## src/rtl/neuron_pkg.sv

```systemverilog
// Shared types, default widths and the saturating adder for the output LIF neuron.
package neuron_pkg;

    typedef enum logic [1:0] {
        ST_INTEG  = 2'b00,
        ST_FIRE   = 2'b01,
        ST_REFRAC = 2'b10
    } state_e;

    localparam int DW_DEF = 4;
    localparam int WW_DEF = 4;
    localparam int ACC_W  = 10;

    // Unsigned add that clamps to the all-ones membrane value instead of wrapping.
    function automatic logic [ACC_W-1:0] sat_add(input logic [ACC_W-1:0] a,
                                                 input logic [ACC_W-1:0] b);
        logic [ACC_W:0] s;
        s = {1'b0, a} + {1'b0, b};
        return s[ACC_W] ? {ACC_W{1'b1}} : s[ACC_W-1:0];
    endfunction

endpackage

```

## src/rtl/lif_accum.sv

```systemverilog
// Combinational MAC + leak + saturate datapath for the output neuron.
// Leak is active only when OUT_NEURON_LEAK_EN is defined.
module lif_accum
    import neuron_pkg::*;
#(
    parameter int DW         = DW_DEF,
    parameter int WW         = WW_DEF,
    parameter int T_SHIFT    = 4,
    parameter int LEAK_SHIFT = 2
) (
    input  logic [ACC_W-1:0] i_pot,
    input  logic [DW-1:0]    i_din,
    input  logic [WW-1:0]    i_w,
    input  logic             i_acc,
    input  logic [3:0]       i_t,
    output logic [ACC_W-1:0] o_nxt,
    output logic             o_ge_th
);

`ifdef OUT_NEURON_LEAK_EN
    localparam logic LEAK_EN = 1'b1;
`else
    localparam logic LEAK_EN = 1'b0;
`endif

    logic [ACC_W-1:0]   w_leak;
    logic [ACC_W-1:0]   w_leaked;
    logic [DW+WW-1:0]   w_prod;
    logic [ACC_W-1:0]   w_th;

    // Truncating shift means a potential below 2^LEAK_SHIFT leaks by zero and holds.
    assign w_leak   = (i_pot >> LEAK_SHIFT) & {ACC_W{LEAK_EN}};
    assign w_leaked = i_pot - w_leak;
    assign w_prod   = i_acc ? (DW+WW)'(i_din) * (DW+WW)'(i_w) : '0;
    assign o_nxt    = sat_add(w_leaked, ACC_W'(w_prod));
    assign w_th     = ACC_W'(i_t) << T_SHIFT;
    assign o_ge_th  = (o_nxt >= w_th);

endmodule

```

## src/rtl/output_lif_neuron.sv

```systemverilog
// Output-layer leaky integrate-and-fire neuron: INTEG -> FIRE -> REFRAC state machine.
// Define OUT_NEURON_LEAK_EN to enable the per-cycle membrane leak.
module output_lif_neuron
    import neuron_pkg::*;
#(
    parameter int DW         = DW_DEF,
    parameter int WW         = WW_DEF,
    parameter int T_SHIFT    = 4,
    parameter int LEAK_SHIFT = 2,
    parameter int REFRAC_CYC = 3,
    parameter int CNT_W      = 8
) (
    input  logic             i_clk,
    input  logic             i_res,
    input  logic             i_in_valid,
    output logic             o_in_ready,
    input  logic [DW-1:0]    i_din,
    input  logic [WW-1:0]    i_w,
    input  logic [3:0]       i_t,
    input  logic             i_clr_cnt,
    output logic             o_spike,
    output logic [ACC_W-1:0] o_potential,
    output logic [CNT_W-1:0] o_spike_cnt,
    output logic             o_refrac
);

    localparam int RC_W = (REFRAC_CYC > 1) ? $clog2(REFRAC_CYC) : 1;
    localparam logic [RC_W-1:0]  RC_LOAD    = (REFRAC_CYC > 0) ? RC_W'(REFRAC_CYC - 1) : '0;
    localparam logic             HAS_REFRAC = (REFRAC_CYC > 0);
    localparam logic [CNT_W-1:0] CNT_MAX    = {CNT_W{1'b1}};

    state_e            r_state;
    state_e            w_state_nxt;
    logic [ACC_W-1:0]  r_pot;
    logic [ACC_W-1:0]  w_pot_nxt;
    logic [RC_W-1:0]   r_rc;
    logic [RC_W-1:0]   w_rc_nxt;
    logic [CNT_W-1:0]  r_cnt;
    logic [CNT_W-1:0]  w_cnt_nxt;
    logic              r_spike;
    logic              r_in_ready;
    logic              r_refrac;
    logic              w_acc;
    logic [ACC_W-1:0]  w_accum_nxt;
    logic              w_ge_th;

    lif_accum #(
        .DW         (DW),
        .WW         (WW),
        .T_SHIFT    (T_SHIFT),
        .LEAK_SHIFT (LEAK_SHIFT)
    ) u_accum (
        .i_pot   (r_pot),
        .i_din   (i_din),
        .i_w     (i_w),
        .i_acc   (w_acc),
        .i_t     (i_t),
        .o_nxt   (w_accum_nxt),
        .o_ge_th (w_ge_th)
    );

    // Next-state, potential and refractory counter decode.
    always_comb begin
        w_state_nxt = r_state;
        w_pot_nxt   = r_pot;
        w_rc_nxt    = r_rc;
        w_acc       = 1'b0;
        case (r_state)
            ST_INTEG: begin
                w_acc     = i_in_valid;
                w_pot_nxt = w_accum_nxt;
                if (w_acc && (i_t != 4'd0) && w_ge_th) begin
                    w_state_nxt = ST_FIRE;
                end else begin
                    w_state_nxt = ST_INTEG;
                end
            end
            ST_FIRE: begin
                w_pot_nxt = '0;
                if (HAS_REFRAC) begin
                    w_state_nxt = ST_REFRAC;
                    w_rc_nxt    = RC_LOAD;
                end else begin
                    w_state_nxt = ST_INTEG;
                end
            end
            ST_REFRAC: begin
                w_pot_nxt = '0;
                if (r_rc == '0) begin
                    w_state_nxt = ST_INTEG;
                end else begin
                    w_rc_nxt = r_rc - RC_W'(1);
                end
            end
            default: begin
                w_state_nxt = ST_INTEG;
                w_pot_nxt   = '0;
            end
        endcase
    end

    // Spike counter: a clear coinciding with FIRE still counts that spike.
    always_comb begin
        w_cnt_nxt = r_cnt;
        if (r_state == ST_FIRE) begin
            if (i_clr_cnt) begin
                w_cnt_nxt = CNT_W'(1);
            end else if (r_cnt == CNT_MAX) begin
                w_cnt_nxt = CNT_MAX;
            end else begin
                w_cnt_nxt = r_cnt + CNT_W'(1);
            end
        end else if (i_clr_cnt) begin
            w_cnt_nxt = '0;
        end else begin
            w_cnt_nxt = r_cnt;
        end
    end

    // State and output registers; outputs are decoded from the next state.
    always_ff @(posedge i_clk) begin
        if (i_res) begin
            r_state    <= ST_INTEG;
            r_pot      <= '0;
            r_rc       <= '0;
            r_cnt      <= '0;
            r_spike    <= 1'b0;
            r_in_ready <= 1'b1;
            r_refrac   <= 1'b0;
        end else begin
            r_state    <= w_state_nxt;
            r_pot      <= w_pot_nxt;
            r_rc       <= w_rc_nxt;
            r_cnt      <= w_cnt_nxt;
            r_spike    <= (w_state_nxt == ST_FIRE);
            r_in_ready <= (w_state_nxt == ST_INTEG);
            r_refrac   <= (w_state_nxt != ST_INTEG);
        end
    end

    assign o_in_ready  = r_in_ready;
    assign o_spike     = r_spike;
    assign o_potential = r_pot;
    assign o_spike_cnt = r_cnt;
    assign o_refrac    = r_refrac;

endmodule
```

## config.mk

```make
export PLATFORM = sky130hd
export DESIGN_NAME = output_lif_neuron
export DESIGN_NICKNAME = d
export VERILOG_FILES = /design/src/rtl/neuron_pkg.sv /design/src/rtl/lif_accum.sv /design/src/rtl/output_lif_neuron.sv
export SDC_FILE = /design/constraint.sdc
export NUM_CORES = 1
export LEC_CHECK = 0
export BUFFER_PORTS_ARGS = -buffer_cell sky130_fd_sc_hd__buf_2
export CELL_PAD_IN_SITES_DETAIL_PLACEMENT = 0
export CELL_PAD_IN_SITES_GLOBAL_PLACEMENT = 1
export CORE_ASPECT_RATIO = 0.6
export CORE_MARGIN = 2
export CORE_UTILIZATION = 41
export CTS_CLUSTER_SIZE = 24
export DETAILED_ROUTE_END_ITERATION = 10
export GPL_TIMING_DRIVEN = 0
export PLACE_DENSITY = 0.88
export SLEW_MARGIN = 25
export SYNTH_ARGS = -nofsm -noshare
export SYNTH_HDL_FRONTEND = slang
export SYNTH_SLANG_ARGS = --single-unit
```

## constraint.sdc

```tcl
create_clock -name i_clk -period 5.5 [get_ports i_clk]
set_input_delay 0.275 -clock i_clk [delete_from_list [all_inputs] [get_ports i_clk]]
set_output_delay 0.275 -clock i_clk [all_outputs]
set_load 0.1 [all_outputs]
```

Yosys cells after proc, flatten, opt, wreduce, memory -nomap -nowiden
Cells that the tools add are included.
Cells by class
  reduce and logical (&&, ||, !) cells: 11
  equality and inequality tests: 5
  multipliers: 1
  bitwise logic cells: 1
  order comparisons: 1
  add/subtract/negate cells: 3
  multiplexer cells: 12
Operators with widths (number)
  $mux 8: 5
  $add 10x8->11: 1
  $ge 10x8->1: 1
  $mux 10: 1
  $add 8x1->8 const B: 1
  $eq 8x8->1 const B: 1
  $mul 4x4->8: 1
  $logic_not 2->1: 3
  $pmux 2 s3: 1
  $reduce_bool 2->1: 3
  $eq 2x1->1 const B: 2
  $mux 2: 2
  $pmux 2 s2: 1
  $reduce_bool 4->1: 1
  $eq 2x2->1 const B: 1
  $logic_and 1x1->1: 2
  $mux 1: 2
  $ne 2x2->1 const B: 1
  $reduce_and 2->1: 1
  $reduce_or 2->1: 1
  $sub 2x1->2 const B: 1
  $not 1->1: 1
Word-level totals
  output and inout bits: 21
  word-level logic and storage cells: 41
  bits in registers: 25
  input port bits: 16

Longest topological paths before layout
Gate-level depths: netlist of run 1.
  depth in word-level cells: 10
  mapped depth: 22
  depth with buffers taken out: 22

Cells and area by module
Synthesis of run 1 repeated with hierarchy kept, for this count alone.
Second synthesis, totals
  cell total of the unflattened synthesis: 242
  area total of the unflattened synthesis: 2062.0 µm²
Modules (own cells, without submodules)
  lif_accum: area each 1091.0 µm², cells an instance 145, instances 1
  output_lif_neuron: area each 970.9 µm², cells an instance 97, instances 1

Worst setup path before layout of run 1
Ideal clock, no wire load.
  kind: input to register
  start point: input i_din[0]
  end point: register r_refrac, in the netlist o_refrac
  data arrival time: 4.487 ns
  path slack: 0.881 ns
  data required time: 5.368 ns
  setup time: 0.132 ns
  cell stages on the path: 21
  cell sequence: nand2_1 > fa_1 > fa_1 > inv_1 > ha_1 > a21o_1 > a21oi_1 > o21bai_1 > a21oi_1 > mux2i_1 > ha_1 > a21oi_2 > o22ai_1 > or2_2 > a21oi_1 > ha_1 > nor2b_1 > o21ai_1 > nand2b_1 > a2111oi_2 > a31oi_1
Between the ends
  word-level cells in the longest chain between the ends: 9
RTL lines
  start: declaration: RTL line output_lif_neuron.sv:17  | input logic [DW-1:0] i_din,
  $mul 4x4->8: RTL line lif_accum.sv:34  | assign w_prod = i_acc ? (DW+WW)'(i_din) * (DW+WW)'(i_w) : '0;
  $mux 8: RTL line lif_accum.sv:34
  $add 10x8->11: RTL line neuron_pkg.sv:18  | s = {1'b0, a} + {1'b0, b};
  $mux 10: RTL line neuron_pkg.sv:19  | return s[ACC_W] ? {ACC_W{1'b1}} : s[ACC_W-1:0];
  $ge 10x8->1: RTL line lif_accum.sv:37  | assign o_ge_th = (o_nxt >= w_th);
  $logic_and 1x1->1: RTL line output_lif_neuron.sv:72  | if (w_acc && (i_t != 4'd0) && w_ge_th) begin
  $mux 1: RTL line output_lif_neuron.sv:72
  $pmux 2 s3: RTL line output_lif_neuron.sv:68  | case (r_state)
  $reduce_bool 2->1: RTL line output_lif_neuron.sv:137  | r_refrac <= (w_state_nxt != ST_INTEG);
  end signal: assignment: RTL line output_lif_neuron.sv:137
  end: declaration: RTL line output_lif_neuron.sv:42  | logic r_refrac;
Every way passes these cells.
A chain may end at the register's enable or synchronous reset.

Worst setup path after layout of run 1
  start point: input i_w[3]
  end point: register r_refrac, in the netlist o_refrac
Between the ends
  word-level cells in the longest chain between the ends: 9
RTL lines
  start: declaration: RTL line output_lif_neuron.sv:18  | input logic [WW-1:0] i_w,
  $mul 4x4->8: RTL line lif_accum.sv:34
  $mux 8: RTL line lif_accum.sv:34
  $add 10x8->11: RTL line neuron_pkg.sv:18
  $mux 10: RTL line neuron_pkg.sv:19
  net u_accum.o_nxt[5]: RTL line lif_accum.sv:16  | output logic [ACC_W-1:0] o_nxt,
  $ge 10x8->1: RTL line lif_accum.sv:37
  $logic_and 1x1->1: RTL line output_lif_neuron.sv:72
  $mux 1: RTL line output_lif_neuron.sv:72
  $pmux 2 s3: RTL line output_lif_neuron.sv:68
  $reduce_bool 2->1: RTL line output_lif_neuron.sv:137
The timed path passes the listed nets, and every way through them passes these cells.

==> reports/results.txt, run 1 <==
fraction of layout cells with a size suffix above 1: 20.0%
final core occ: 49.8%
Crit Path Category: in -> reg
CTS tree: yes
GRT Overall Usage: 18.2%
Starting Density: 43.2%
CP max stage cell: fa_1
first-pass GRT wire length: 7730 um
switching power: 502 uW
maxcap violations: 0
Max IR drop VDD: 0.221 mV
CP Launch Type: input pin
Hold WC Path Type: in -> reg
RD Place Congestion: 0.841
synthesized flop and latch total: 25
Rows: 19
Layout Cells excl Fill: 338
Int Pwr: 434 uW
post-synth top area share: 25.1%
Mean Syn Cell Area: 8.48 um2
most common cell after layout, fill and taps aside: buf_2
met2 wire len: 1720 um
Clock Skews: 0.00348 ns
synthesized area: 1990 um2
worst path required time: 5.65 ns
Levels on crit path: 22
warnings from Yosys: 0
Worst path most repeated cell: ha_1
Resized cells post-CTS: 0
max incr delay on CP: 0.60 ns
Least-Margin Pin Slew: 0.587 ns
Setup TNS: 0 ns
n_diodes: 0
asr flop ratio synth: 0%
Pwr Density: 408 nW/um2
clock tree buffer depth: 2
Routed Antenna Nets: 0
# setup viols final: 0
WP data arrival: 5.12 ns
register area share after synthesis: 25.1%
cts hold-fix bufs: 0
core area: 4610 um2
clock latency on the worst-skew pair: 0.27 ns
total grt overflow: 0
routed wire length per instance: 13.4 um
clock-pin slew of the registers on the worst-case setup and hold paths: 0.09 ns
run status: finished, final reports clean
met3 WL post-DR: 232 um
synth unique cells: 51
sw frac: 53.6%
Die W: 94.0 um
Slew Viols, Final: 0
post-detailed-route via-to-cell ratio: 5.14
detailed-route DRC error count: 0
area grow syn2layout: 15.3%
cell family with most CP delay: adder cells
WHS Path Cells: 2
clock sink count: 25
setup bufs post-CTS: 0
1st-pass router iterations: 4
Reg power frac: 24.8%
vias in the first global route: 1608
# port buffers: 36
nets: 323
max layer used: met4
leak pwr: 0.00114 uW
dominant synthesized flop cell: dfxtp_1
Cell Chain, Critical Path: buf_2 -> nand2_1 -> fa_1 -> fa_1 -> inv_1 -> ha_1 -> a21o_1 -> a21oi_1 -> o21bai_1 -> a21oi_1 -> mux2i_1 -> ha_1 -> a21oi_2 -> o22ai_1 -> nor2_4 -> nand2_1 -> ha_1 -> nor2b_1 -> o21ai_1 -> nand2b_1 -> a2111oi_2 -> a31oi_1
period utilization: 90.4%
CTS H-tree lvls: 1
total wire length: 4540 um
Max Freq: 201 MHz
number of cells on the worst reg-to-reg path: 17
final worst slack: 0.529 ns
Synth area leader: dfxtp_1
Root Buffer Master: clkbuf_8
Comb power frac: 63.3%
largest net degree at the start of global routing: 14
Ports: 37
Clock power frac: 11.9%
final hold vios: 0
Slew HR: 60.6%
Post-synth EDFFs: 0
top cells by area, synth: dfxtp_1 25%, ha_1 16%, fa_1 5.0%, inv_1 4.3%, nand2_1 3.8%
DRT iter0 DRCs: 67
RSZ-0062 raised after global routing: no
pre-CTS setup slack: 0.289 ns
Pwr Total: 937 uW
vias post-DR: 1738
min Tclk post-route: 4.97 ns
Post-DP HPWL: 3800 um
Filler cells: 464
most frequent cells in the layout: 38 x buf_2, 26 x ha_1, 25 x dfxtp_1
crit path max fanout: 8
crit end category: flop
die height: 58.0 um
CP Buf/Inv Count: 2
die area: 5450 um2
syn nets: 282
placed cell count: 334
Syn Inst Count: 235
Metal-1 WL: 2560 um
initial antenna violation count: 0
Num CTS Buffers: 3
## final timing paths
check	end	from	slack, ns
max	o_refrac	i_w[3]	0.53
min	o_spike_cnt[0]	i_res	0.26
max reg2reg	o_in_ready	r_state[0]	1.61
min reg2reg	r_rc[0]	r_rc[0]	0.52
## Yosys cell counts (2+ instances only)
master / count
nor2b_1: 3
o21a_1: 2
or2_2: 2
a311oi_1: 4
xor2_1: 3
nand2_1: 20
nor3_1: 6
inv_1: 23
nand4_1: 3
xnor2_1: 4
and3_1: 4
ha_1: 26
a211oi_1: 2
nand3_1: 5
a211oi_2: 2
nand2b_1: 5
fa_1: 5
a21oi_2: 3
a21o_1: 3
o21ai_1: 4
and2_1: 11
or3_1: 2
mux2i_1: 3
buf_2: 2
a31oi_1: 5
nor2_1: 20
dfxtp_1: 25
o2111ai_1: 2
a21oi_1: 14
## per-layer routing
| metal | up-vias | global-route usage [%] |
|---|---|---|
| li1 | 916 | - |
| met4 | 0 | 2.69 |
| met3 | 2 | 4.94 |
| met1 | 785 | 29.0 |
| met5 | - | 0 |
| met2 | 35 | 24.6 |
## cells by family after synthesis
family                     after synthesis  synth area share (%)
muxes                                    4                  2.07
adders and majority gates               31                  21.4
AOI/OAI and AO/OA                       56                  21.4
DFF                                     25                  25.1
and+or+nand+nor                         85                  21.7
buffers and inverters                   27                  5.21
xor gates and xnor gates                 7                  3.08
## through the flow
step                      hold WS, ns  instance area, um2
after floorplan                 0.347                1990
after detailed placement        0.497                2250
after CTS                       0.254                2300
final                           0.255                2300
after global routing            0.250                2300
after global placement          0.485                2250
## registers in the layout (all words and copies together), names as in the netlist
signal,cells
o_spike,1
o_refrac,1
r_state,2
o_potential,10
o_in_ready,1
o_spike_cnt,8
r_rc,2
## power by group through the flow
| stage | registers, uW | clock network [uW] | logic (uW) |
|---|---|---|---|
| after CTS | 233 | 115 | 593 |
| final | 233 | 112 | 593 |
| after global routing | 237 | 127 | 642 |
| after global placement | 236 | 0 | 582 |
| after detailed placement | 237 | 0 | 591 |
| after floorplan | 444 | 0 | 279 |
## cell type report
class	instances	area, um2	share of cell area [%]
multi-input cells	183	1390	60.4
flip-flops and latches	25	500	21.8
repair buffers	36	180	7.85
inverters	23	86.3	3.76
well taps	63	78.8	3.43
clock buffers	4	45.0	1.96
plain buffers	4	17.5	0.763
No activity file was read; power rests on OpenSTA's default activity.
==> run 2: changes to the inputs <==
- CORE_UTILIZATION: 41 -> 45
- PLACE_DENSITY: 0.88 -> 0.85
- clock period: 5.5 -> 6.27 ns (I/O delays scaled with it)
==> reports/results.txt, run 2 (same netlist as run 1, synthesis figures left out) <==
# setup viols final: 0
Slew Viols, Final: 0
DRT iter0 DRCs: 100
clock latency on the worst-skew pair: 0.27 ns
setup bufs post-CTS: 0
Layout Cells excl Fill: 335
nets: 323
cell family with most CP delay: adder cells
largest net degree at the start of global routing: 14
number of cells on the worst reg-to-reg path: 17
first-pass GRT wire length: 7640 um
Worst path most repeated cell: ha_1
core area: 4190 um2
Clock Skews: 0.00400 ns
Slew HR: 59.8%
leak pwr: 0.00114 uW
Resized cells post-CTS: 0
# port buffers: 36
WP data arrival: 5.13 ns
RSZ-0062 raised after global routing: no
die height: 55.5 um
routed wire length per instance: 13.3 um
R2R Setup Slk: 2.35 ns
clock-pin slew of the registers on the worst-case setup and hold paths: 0.09 ns
CTS tree: yes
placed cell count: 331
initial antenna violation count: 0
Hold WC Path Type: in -> reg
worst path required time: 6.42 ns
Levels on crit path: 22
crit end category: flop
most frequent cells in the layout: 38 x buf_2, 26 x ha_1, 25 x dfxtp_1
Largest register FFs: 10
area of placed instances: 2250 um2
area grow syn2layout: 15.1%
Die W: 89.9 um
Post-DP HPWL: 3760 um
die area: 4990 um2
total wire length: 4450 um
worst setup path start: i_w[3]
CP endpoint: o_refrac
clock sink count: 25
CTS H-tree lvls: 1
GRT Overall Usage: 18.8%
Starting Density: 47.6%
Pwr Density: 358 nW/um2
r2r endpoint: o_refrac
Rows: 18
1st-pass router iterations: 4
crit path max fanout: 8
maxcap violations: 0
Setup TNS: 0 ns
final hold vios: 0
max incr delay on CP: 0.61 ns
fraction of layout cells with a size suffix above 1: 20.0%
clock tree buffer depth: 2
run status: finished, final reports clean
CP max stage cell: fa_1
n_diodes: 0
total grt overflow: 0
Max IR drop VDD: 0.205 mV
RD Place Congestion: 0.807
min Tclk post-route: 4.98 ns
Max Freq: 201 MHz
Cell Chain, Critical Path: buf_2 -> nand2_1 -> fa_1 -> fa_1 -> inv_1 -> ha_1 -> a21o_1 -> a21oi_1 -> o21bai_1 -> a21oi_1 -> mux2i_1 -> ha_1 -> a21oi_2 -> o22ai_1 -> nor2_4 -> nand2_1 -> ha_1 -> nor2b_1 -> o21ai_1 -> nand2b_1 -> a2111oi_2 -> a31oi_1
period utilization: 79.4%
vias in the first global route: 1528
most common cell after layout, fill and taps aside: buf_2
detailed-route DRC error count: 0
vias post-DR: 1771
Num CTS Buffers: 3
Least-Margin Pin Slew: 0.598 ns
Crit Path Category: in -> reg
CP Buf/Inv Count: 2
Root Buffer Master: clkbuf_8
cts hold-fix bufs: 0
post-detailed-route via-to-cell ratio: 5.29
Routed Antenna Nets: 0
worst r2r src: r_state[1]
Final Instance Area: 2290 um2
CP Launch Type: input pin
Ports: 37
[run 2: worst min-delay path by stage]
| stage | startpoint | end | cells after the start |
|---|---|---|---|
| 3_5_place_dp | r_rc[0] | r_rc[0] | 2 |
| 5_1_grt | i_res | r_rc[0] | 2 |
| 4_1_cts | i_res | r_rc[0] | 2 |
| 6_report | i_res | r_rc[0] | 2 |
| 3_3_place_gp | r_rc[0] | r_rc[0] | 2 |
| 2_1_floorplan | i_res | r_rc[0] | 1 |
[run 2: stage by stage]
stage / hold slack [ns] / setup WS (ns) / utilization, % / total power [uW]
floorplan: 0.386 / 1.61 / - / 633
global placement: 0.484 / 0.990 / 53.6 / 722
detailed placement: 0.486 / 1.06 / 53.6 / 726
CTS: 0.280 / 1.31 / 54.7 / 824
global route: 0.302 / 0.946 / 54.7 / 874
finish: 0.289 / 1.29 / 54.7 / 820
[run 2: cell type report]
class | count | area [um2]
inverter | 23 | 86.3
multi-input combinational | 183 | 1390
timing repair buffer | 36 | 180
tap | 60 | 75.1
sequential | 25 | 500
buffer | 4 | 17.5
clock buffer | 4 | 45.0
fill | 435 | 1900
[run 2: per-layer routing]
layer / global-route usage (%) / part of all wire (%) / up-vias
met4: 2.64 / 0.56 / 0
met2: 22.8 / 37 / 37
li1: - / - / 926
met5: 0 / 0 / -
met1: 32.5 / 58 / 804
met3: 3.96 / 4.8 / 4
[run 2: power breakdown]
| group | internal (uW) | switching, uW | leakage, uW |
|---|---|---|---|
| combinational | 147 | 375 | 0.000911 |
| clock | 45.5 | 50.8 | 0.0000228 |
| sequential | 188 | 14.1 | 0.000203 |
| total | 381 | 439 | 0.00114 |
==> run 3: changes to the inputs <==
- CORE_UTILIZATION: 45 -> 41
- PLACE_DENSITY: 0.85 -> 0.78
- clock period: 6.27 -> 4.9 ns (I/O delays scaled with it)
==> reports/results.txt, run 3 (same netlist as run 1, synthesis figures left out) <==
area grow syn2layout: 17.5%
Ports: 37
largest net degree at the start of global routing: 14
CP Launch Type: input pin
clock sink count: 25
first-pass GRT wire length: 7450 um
final hold vios: 0
Hold WC Path Type: in -> reg
Worst path most repeated cell: ha_1
Rows: 19
1st-pass router iterations: 4
maxcap violations: 0
cts hold-fix bufs: 0
Layout Cells excl Fill: 341
total grt overflow: 0
Crit Path Category: in -> reg
most frequent cells in the layout: 38 x buf_2, 26 x ha_1, 25 x dfxtp_1
vias in the first global route: 1454
initial antenna violation count: 0
# setup viols final: 0
CP max stage cell: fa_2
worst setup path start: i_w[3]
final hold slack: 0.221 ns
nets: 326
leak pwr: 0.00115 uW
crit end category: flop
routed wire length per instance: 13.5 um
period utilization: 94.6%
fraction of layout cells with a size suffix above 1: 21.9%
Num CTS Buffers: 3
r2r endpoint: o_in_ready
vias post-DR: 1756
Max Freq: 216 MHz
Levels on crit path: 21
die height: 58.0 um
die area: 5450 um2
Root Buffer Master: clkbuf_8
run status: finished, final reports clean
GRT Overall Usage: 17.5%
Post-DP HPWL: 3770 um
WP data arrival: 4.81 ns
sequential cell area: 500 um2
Least-Margin Pin Slew: 0.578 ns
Routed Antenna Nets: 0
max incr delay on CP: 0.58 ns
RD Place Congestion: 0.814
area of placed instances: 2250 um2
CTS H-tree lvls: 1
Slew HR: 61.2%
clock-pin slew of the registers on the worst-case setup and hold paths: 0.09 ns
clock tree buffer depth: 2
post-detailed-route via-to-cell ratio: 5.15
Slew Viols, Final: 0
DRT iter0 DRCs: 66
cell family with most CP delay: adder cells
most common cell after layout, fill and taps aside: buf_2
placed cell count: 334
worst r2r src: r_state[1]
Max IR drop VDD: 0.230 mV
crit path max fanout: 5
# port buffers: 36
Starting Density: 43.2%
total wire length: 4620 um
Cell Chain, Critical Path: buf_2 -> nand2_1 -> fa_1 -> fa_2 -> inv_1 -> ha_1 -> a21o_1 -> a21oi_2 -> o21bai_1 -> a21oi_1 -> mux2i_1 -> ha_1 -> a21oi_2 -> o22ai_1 -> nor2_4 -> o21ai_1 -> ha_1 -> nand2_1 -> nor3_1 -> nand4_1 -> a31o_1
pre-CTS setup slack: -0.302 ns
Final Instance Area: 2340 um2
n_diodes: 0
clock latency on the worst-skew pair: 0.27 ns
CP endpoint: o_in_ready
R2R Setup Slk: 0.96 ns
CTS tree: yes
Clock Skews: 0.00359 ns
final worst slack: 0.262 ns
min Tclk post-route: 4.64 ns
Largest register FFs: 10
Die W: 94.0 um
detailed-route DRC error count: 0
worst path required time: 5.07 ns
multi-input combinational cell area: 1410 um2
CP Buf/Inv Count: 2
RSZ-0062 raised after global routing: no
Pwr Density: 460 nW/um2
core area: 4610 um2
number of cells on the worst reg-to-reg path: 17
Filler cells: 459
[run 3: changes by cell type in the layout (fill, tap and decap cells not counted), sizes merged]
cell	before	now
buf	39	42
[run 3: area by class of cell]
cell class,instances,share of cell area (%)
timing repair buffer,39,8.66
inverter,23,3.69
clock buffer,4,1.92
sequential,25,21.4
buffer,4,0.748
tap,63,3.37
multi-input combinational,183,60.2
[run 3: what timing repair did]
action                                  CTS  global route
endpoints found under the hold margin     0             0
resized for setup                         1             3
pin swaps                                 1             6
endpoints found under the setup margin    2             4
buffers inserted                          1             2
[run 3: worst reg2reg max path, delay by kind of cell, from the launching register on]
kind            cells  cell delay [ns]
flops               1             0.30
compound gates      2             0.58
xor+xnor            1             0.16
fa+ha+maj           3             0.87
simple gates        9             1.69
buf+inv             2             0.24
[run 3: how the worst min path moves through the flow]
stage / start / to / depth (start not counted)
6_report: i_res / r_rc[0] / 2
5_1_grt: i_res / r_rc[0] / 2
4_1_cts: i_res / r_rc[0] / 2
3_5_place_dp: r_rc[0] / r_rc[0] / 2
3_3_place_gp: r_rc[0] / r_rc[0] / 2
2_1_floorplan: i_res / r_rc[0] / 1
[run 3: through the flow]
step	utilization [%]	TNS [ns]	power (uW)
floorplan	-	0	810
global placement	48.8	-1.08	926
detailed placement	48.8	-0.975	928
CTS	50.0	0	1060
global route	50.8	0	1140
finish	50.8	0	1080
[run 3: layer usage]
layer / wire length [um] / vias up / share of wire (%) / track usage [%]
met5: 0 / - / 0 / 0
met1: 2850 / 785 / 62 / 31.6
li1: - / 928 / - / -
met4: 7 / 0 / 0.15 / 1.24
met2: 1530 / 41 / 33 / 20.4
met3: 226 / 2 / 4.9 / 3.90
[run 3: report_power, final]
group          switching (uW)  total, uW  internal [uW]
logic                     489        690            201
registers                18.2        259            241
clock network            68.5        127           58.3
total                     576       1080            500
